$ cat src/rtl/valid_pipeline_ctrl_pkg.sv
// -----------------------------------------------------------------------------
// valid_pipeline_ctrl_pkg
// Shared definitions for the load-phase responder and the top-level sequencer:
//   - sequencer mode encodings (MODE_IDLE / MODE_LOAD / MODE_LAYER)
//   - responder FSM state encoding (state_t)
// No ports; imported by valid_pipeline_ctrl and valid_skew_gen.
// -----------------------------------------------------------------------------
package valid_pipeline_ctrl_pkg;

    // Sequencer mode encodings, shared with the sequencer.
    localparam logic [2:0] MODE_IDLE  = 3'd0;
    localparam logic [2:0] MODE_LOAD  = 3'd1;
    localparam logic [2:0] MODE_LAYER = 3'd2;

    // Responder FSM states. Encodings 5..7 are illegal and recover to S_IDLE.
    typedef enum logic [2:0] {
        S_IDLE   = 3'd0,
        S_LOAD_W = 3'd1,
        S_STREAM = 3'd2,
        S_DRAIN  = 3'd3,
        S_DONE   = 3'd4
    } state_t;

endpackage : valid_pipeline_ctrl_pkg

$ cat src/rtl/valid_pipeline_ctrl_skew_gen.sv
// -----------------------------------------------------------------------------
// valid_skew_gen
// Combinational row-skewed valid generator for the systolic array input edge.
// Row r is valid while the stream is active and r <= t < r + LOAD_LEN.
// Ports:
//   active_i  in  1      stream phase active
//   t_i       in  CNT_W  local stream time
//   valid_o   out ROWS   per-row input valid
// -----------------------------------------------------------------------------
module valid_skew_gen
    import valid_pipeline_ctrl_pkg::*;
#(
    parameter int ROWS     = 4,
    parameter int LOAD_LEN = 4,
    parameter int CNT_W    = 8
) (
    input  logic             active_i,
    input  logic [CNT_W-1:0] t_i,
    output logic [ROWS-1:0]  valid_o
);

    localparam logic [CNT_W-1:0] LEN_C = CNT_W'(LOAD_LEN);

    for (genvar gi = 0; gi < ROWS; gi++) begin : g_row
        localparam logic [CNT_W-1:0] OFFS_C = CNT_W'(gi);
        logic [CNT_W-1:0] rel;

        // Single unsigned compare covers both bounds: when t < gi the
        // subtraction wraps to a value far above LOAD_LEN, because the
        // counter width holds LOAD_LEN+ROWS-1.
        assign rel          = t_i - OFFS_C;
        assign valid_o[gi]  = active_i && (rel < LEN_C);
    end

endmodule : valid_skew_gen

$ cat src/rtl/valid_pipeline_ctrl.sv
// -----------------------------------------------------------------------------
// valid_pipeline_ctrl
// Responder side of the load-phase start/busy handshake. An accepted start
// (start && mode == MODE_LOAD while idle) runs three phases back to back:
// weight shift-in (ROWS cycles), skewed input streaming (LOAD_LEN+ROWS-1
// cycles) and array drain (COLS cycles), then pulses done for one cycle.
// Ports:
//   clk         in  1      system clock
//   rst         in  1      asynchronous active-high reset
//   mode        in  3      sequencer mode
//   start       in  1      one-cycle start pulse
//   busy        out 1      high for the whole run
//   w_shift_en  out 1      weight chain shift enable
//   w_latch     out 1      weight commit pulse (first stream cycle)
//   in_valid    out ROWS   per-row skewed input valid
//   rd_addr     out CNT_W  row-0 input buffer read address
//   done        out 1      one-cycle pulse after busy falls
// All outputs are registered and decoded from the next state so that they
// line up with the state they describe.
// -----------------------------------------------------------------------------
module valid_pipeline_ctrl
    import valid_pipeline_ctrl_pkg::*;
#(
    parameter int ROWS     = 4,
    parameter int COLS     = 4,
    parameter int LOAD_LEN = 4,
    parameter int CNT_W    = 8
) (
    input  logic             clk,
    input  logic             rst,
    input  logic [2:0]       mode,
    input  logic             start,
    output logic             busy,
    output logic             w_shift_en,
    output logic             w_latch,
    output logic [ROWS-1:0]  in_valid,
    output logic [CNT_W-1:0] rd_addr,
    output logic             done
);

    localparam int STREAM_LEN = LOAD_LEN + ROWS - 1;

    localparam logic [CNT_W-1:0] LOAD_LAST   = CNT_W'(ROWS - 1);
    localparam logic [CNT_W-1:0] STREAM_LAST = CNT_W'(STREAM_LEN - 1);
    localparam logic [CNT_W-1:0] DRAIN_LAST  = CNT_W'(COLS - 1);
    localparam logic [CNT_W-1:0] ADDR_LAST   = CNT_W'(LOAD_LEN - 1);
    localparam logic [CNT_W-1:0] ONE_C       = CNT_W'(1);

    state_t           state_q, state_d;
    logic [CNT_W-1:0] cnt_q, cnt_d;

    logic             busy_q, busy_d;
    logic             w_shift_en_q, w_shift_en_d;
    logic             w_latch_q, w_latch_d;
    logic [ROWS-1:0]  in_valid_q, in_valid_d;
    logic [CNT_W-1:0] rd_addr_q, rd_addr_d;
    logic             done_q, done_d;
    logic             stream_d;

    // ---------------------------------------------------------------------
    // Next-state and phase counter
    // ---------------------------------------------------------------------
    always_comb begin
        state_d = S_IDLE;
        cnt_d   = '0;
        case (state_q)
            S_IDLE: begin
                if (start && (mode == MODE_LOAD)) begin
                    state_d = S_LOAD_W;
                end
            end
            S_LOAD_W: begin
                if (cnt_q == LOAD_LAST) begin
                    state_d = S_STREAM;
                end else begin
                    state_d = S_LOAD_W;
                    cnt_d   = cnt_q + ONE_C;
                end
            end
            S_STREAM: begin
                if (cnt_q == STREAM_LAST) begin
                    state_d = S_DRAIN;
                end else begin
                    state_d = S_STREAM;
                    cnt_d   = cnt_q + ONE_C;
                end
            end
            S_DRAIN: begin
                if (cnt_q == DRAIN_LAST) begin
                    state_d = S_DONE;
                end else begin
                    state_d = S_DRAIN;
                    cnt_d   = cnt_q + ONE_C;
                end
            end
            S_DONE: begin
                // Start is not looked at here; accepts resume from S_IDLE.
                state_d = S_IDLE;
            end
            default: begin
                state_d = S_IDLE;
            end
        endcase
    end

    // ---------------------------------------------------------------------
    // Output decode from the next state (registered below)
    // ---------------------------------------------------------------------
    assign stream_d = (state_d == S_STREAM);

    valid_skew_gen #(
        .ROWS     (ROWS),
        .LOAD_LEN (LOAD_LEN),
        .CNT_W    (CNT_W)
    ) u_skew (
        .active_i (stream_d),
        .t_i      (cnt_d),
        .valid_o  (in_valid_d)
    );

    always_comb begin
        busy_d       = (state_d == S_LOAD_W) || (state_d == S_STREAM) ||
                       (state_d == S_DRAIN);
        w_shift_en_d = (state_d == S_LOAD_W);
        w_latch_d    = stream_d && (cnt_d == '0);
        done_d       = (state_d == S_DONE);
        rd_addr_d    = '0;
        if (stream_d) begin
            // Row 0 walks the buffer, then parks on the last vector while
            // the lower rows finish their skewed tail.
            rd_addr_d = (cnt_d > ADDR_LAST) ? ADDR_LAST : cnt_d;
        end
    end

    // ---------------------------------------------------------------------
    // State and output registers
    // ---------------------------------------------------------------------
    always_ff @(posedge clk or posedge rst) begin
        if (rst) begin
            state_q      <= S_IDLE;
            cnt_q        <= '0;
            busy_q       <= 1'b0;
            w_shift_en_q <= 1'b0;
            w_latch_q    <= 1'b0;
            in_valid_q   <= '0;
            rd_addr_q    <= '0;
            done_q       <= 1'b0;
        end else begin
            state_q      <= state_d;
            cnt_q        <= cnt_d;
            busy_q       <= busy_d;
            w_shift_en_q <= w_shift_en_d;
            w_latch_q    <= w_latch_d;
            in_valid_q   <= in_valid_d;
            rd_addr_q    <= rd_addr_d;
            done_q       <= done_d;
        end
    end

    assign busy       = busy_q;
    assign w_shift_en = w_shift_en_q;
    assign w_latch    = w_latch_q;
    assign in_valid   = in_valid_q;
    assign rd_addr    = rd_addr_q;
    assign done       = done_q;

endmodule : valid_pipeline_ctrl

$ cat config.mk
export PLATFORM = sky130hd
export DESIGN_NAME = valid_pipeline_ctrl
export DESIGN_NICKNAME = d
export VERILOG_FILES = /design/src/rtl/valid_pipeline_ctrl_pkg.sv /design/src/rtl/valid_pipeline_ctrl_skew_gen.sv /design/src/rtl/valid_pipeline_ctrl.sv
export SDC_FILE = /design/constraint.sdc
export NUM_CORES = 1
export LEC_CHECK = 0
export CORE_MARGIN = 3
export CORE_UTILIZATION = 32
export CTS_BUF_LIST = sky130_fd_sc_hd__clkbuf_8
export CTS_CLUSTER_SIZE = 28
export DETAILED_ROUTE_END_ITERATION = 12
export GPL_ROUTABILITY_DRIVEN = 0
export GPL_TIMING_DRIVEN = 0
export PLACE_DENSITY = 0.56
export SLEW_MARGIN = 30
export SYNTH_ARGS = -nofsm -noshare
export SYNTH_HDL_FRONTEND = slang
export SYNTH_SLANG_ARGS = --single-unit
export TNS_END_PERCENT = 1
$ cat constraint.sdc
create_clock -name clk -period 3.45 [get_ports clk]
set_clock_uncertainty 0.05 [all_clocks]
set_input_delay 0.69 -clock clk [delete_from_list [all_inputs] [get_ports clk]]
set_output_delay 0.69 -clock clk [all_outputs]
set_load 0.005 [all_outputs]
==> summary by stage <==
CTS
After clock tree synthesis, the clock-pin slew on the worst setup and hold paths is 0.09 ns. Buffers inserted during clock tree synthesis total 3. The maximum number of buffers from clock root to sink is 2. For the worst-skew pair, the clock arrives at the later sink with an insertion delay of 0.27 ns. In this run the number of H-tree levels came out at 1. The clock tree from TritonCTS is yes.

Post-CTS timing repair inserted 0 buffers for setup. Gates resized during post-CTS repair numbered 0. Clock tree synthesis found a total of 27 sinks. In this run the clock root is driven by a clkbuf_8. In this run, post-CTS hold repair placed 0 buffers.

Logic synthesis
Summing every instance area after synthesis gives 1411 µm². By instance count, the leading cell after synthesis is dfrtp_1. In this run the biggest area consumer among cell types represents 47.87% of the synthesized area.

After synthesis, the most frequently instantiated cells are dfrtp_1 (27), nor2_1 (14), inv_1 (9). Synthesis instantiated 41 different standard cells from the library. The proportion of synthesized flip-flops having asynchronous set or reset is 100.0%. The largest total area in the synthesized netlist belongs to dfrtp_1. Dividing the synthesized area by the synthesized cell count gives 10.15 µm². For this run, the leading register cell type out of synthesis is dfrtp_1. Counting every instance in the synthesized netlist gives 139. Yosys mapped a number of flops with a built-in enable equal to 0. The number of warning messages in the yosys log is 0. In this run, synthesis produced a sequential element count of 27. The sequential cell area fraction in the yosys report is 47.87%. Ranked by total cell area, the synthesized netlist is headed by dfrtp_1 (48%), xnor2_1 (5.0%), ha_1 (4.4%), nor2_1 (3.7%), xor2_1 (3.7%).

Timing
The clock period minus final worst setup slack is 2.900 ns. The share of the clock period used by the worst path is 84.07%. The worst-case headroom to the max-slew limit is 61.69%. The number of endpoints with negative hold slack in the final report was 0. Static timing analysis puts the maximum clock frequency at 344.8 MHz.

The pin slew with the least headroom to its limit is 0.5738 ns. The least setup slack across all paths after layout is 0.5495 ns. The number of setup violations in the final report is 0. Setup repair after global routing left no endpoint under its margin. The final number of max-transition violations is 0. The sum of negative setup slack is 0 ns.

Critical path
The maximum fanout along the worst path is 10. The slowest stage of the critical path belongs to the cell a311oi_2. The beginning of the critical path is cnt_q[0]. STA puts the critical path data required time at 3.57 ns. The start of the worst register-to-register path is cnt_q[0]. On the worst path, the slowest cell contributes a delay of 0.41 ns. Counting both buffers and inverters, the worst setup path holds a total of 2. The signal arrival time at the worst endpoint is 3.02 ns. The worst setup path is of the flop to flop kind.

Traced cell by cell, the critical path runs through clkbuf_1 -> inv_1 -> ha_1 -> a311oi_2 -> a31oi_4 -> or2_2 -> ha_1 -> xor2_1 -> nand3_1 -> nor4_1. The most prevalent standard cell on the critical path is ha_1. STA classifies the critical path endpoint as a flop. Among cell families on the critical path, the largest total delay comes from simple AND/OR/NAND/NOR gates.

The critical path startpoint category is a flop.

Global route
The overall overflow remaining after global route is 0. The via count of the first global-routing pass is 1126. The initial antenna violation count is 0.

The total routing resource utilization after global routing is 11.34%. The largest net degree at the start of global routing is 28. The first global-routing pass estimated 4.761 mm of wire.

Flow run
The number of max-cap violations is 0.

Power and ir drop
In this run the power density over the cells is 628.3 nW/µm². The reported leakage power is 0.7845 nW. Across the VDD grid, the largest voltage drop is 0.0002435 V. The total chip power is 1.101 mW.

Place
Summed over all nets, the half-perimeter wirelength after detailed placement is 2.067 mm. The worst setup slack after placement is 0.5172 ns. Port buffering added 21 buffers.

After detailed placement, the total cell area comes to 1703 µm².

Cells and area
The finished cells cover 1752 µm². The share of post-route cells with drive strength above 1 is 11.24%. For this run, the post-layout net count is 181. 0 antenna diodes ended up in the layout. For this run, the share of the core covered by cells in the final layout is 42.57%. The area growth from synthesis to layout is 24.11%.

Route
In the routed layout, each cell is associated on average with a via count of 4.826. For this run, the detailed router's first-pass iteration total came to 4. The routed wire length is 2.735 mm. After detailed routing, the average wire length per cell comes to 12.49 µm.

The number of nets with antenna violations after routing is 0. In this run, the number of DRC markers left after iteration 0 of detailed routing was 15. The number of remaining DRC errors is 0. The total vias in the final route is 1057.

Floorplanning
In this run the vertical extent of the chip is 72.41 µm. Row generation in the floorplan step produced 23 rows. The count of boundary I/O pins is 22.

The floorplan die width is 72.41 µm. The initial utilization of the core area, before any placement, comes to 34.30%. The die covers 5243 µm². The placeable core area is 4115 µm².

Min path
The worst hold path begins at state_q[2]. The path class of the lowest-slack min-delay path is flop to flop.

Outcome
The flow ran to the end, and the final reports show no timing, DRC or antenna violations.
## registers in the layout, summed over array words and instances (netlist names)
signal,cells
rd_addr,8
done,1
in_valid,4
state_q,3
busy,1
w_latch,1
cnt_q,8
w_shift_en,1
## cell usage in the layout, fill, tap and decap left out, types with 2 or more instances in the layout
master / synthesis / final
nand4_1: 2 / 2
o21ai_0: 2 / 2
clkbuf_1: 5 / 5
a31oi_1: 5 / 5
inv_1: 9 / 8
ha_1: 5 / 5
or2_2: 2 / 2
nor2b_1: 2 / 2
dfrtp_1: 27 / 27
nor3_1: 5 / 5
and3_1: 4 / 4
conb_1: 1 / 6
nand2_1: 6 / 6
clkdlybuf4s50_1: 0 / 21
inv_2: 1 / 2
nand3_1: 8 / 8
o22ai_1: 2 / 2
xor2_1: 6 / 6
xnor2_1: 8 / 8
clkbuf_8: 0 / 3
nor2_1: 14 / 14
buf_2: 3 / 3
nor4_1: 2 / 2
## power breakdown
group | leakage [nW] | switching [mW] | internal, mW
Clock | 0.0217 | 0.100 | 0.0819
Combinational | 0.411 | 0.271 | 0.234
Sequential | 0.351 | 0.0313 | 0.381
## kinds of logic after synthesis
logic type / share of synthesized area [%]
other: 0.2657
AOI/OAI and AO/OA: 10.73
and+or+nand+nor: 20.66
DFF: 47.87
buffers and inverters: 5.850
muxes: 1.507
adders and majority gates: 4.433
xor gates and xnor gates: 8.688
## stage by stage
step                      hold WS [ns]  instances
after global placement          0.5286        215
after floorplan                 0.4638        144
after detailed placement        0.5400        215
after global routing            0.5880        219
after CTS                       0.5562        219
final                           0.5498        219
## worst reg2reg max path, stage by stage (launching register included)
cell      delay, ns
dfrtp_1        0.37
clkbuf_1       0.34
inv_1          0.09
ha_1           0.24
a311oi_2       0.41
a31oi_4        0.14
or2_2          0.36
ha_1           0.25
xor2_1         0.16
nand3_1        0.10
nor4_1         0.30
## cell type report
class	instances	area [µm²]
fillers	400	2364
flip-flops and latches	27	675.6
multi-input cells	98	671.9
repair buffers	21	210.2
well taps	50	62.56
plain buffers	9	45.04
clock buffers	3	41.29
inverters	10	37.54
clock inverters	1	7.507
## layer usage
metal,vias to the layer above,routed length (µm),track usage [%]
met5,-,0,0
met1,513,1235,13.23
li1,527,-,-
met4,0,22,2.664
met3,2,109,3.186
met2,15,1368,20.53
## path summary, 6_finish.rpt
path | to | slack [ns] | cells after the start
max | in_valid[2] | 0.55 | 10
min | state_q[1] | 0.55 | 1
max reg2reg | in_valid[2] | 0.55 | 10
min reg2reg | state_q[1] | 0.55 | 1
max in group asynchronous | cnt_q[1] | 2.23 | 2
min in group asynchronous | rd_addr[4] | 0.74 | 2
No activity file was read; power rests on OpenSTA's default activity.
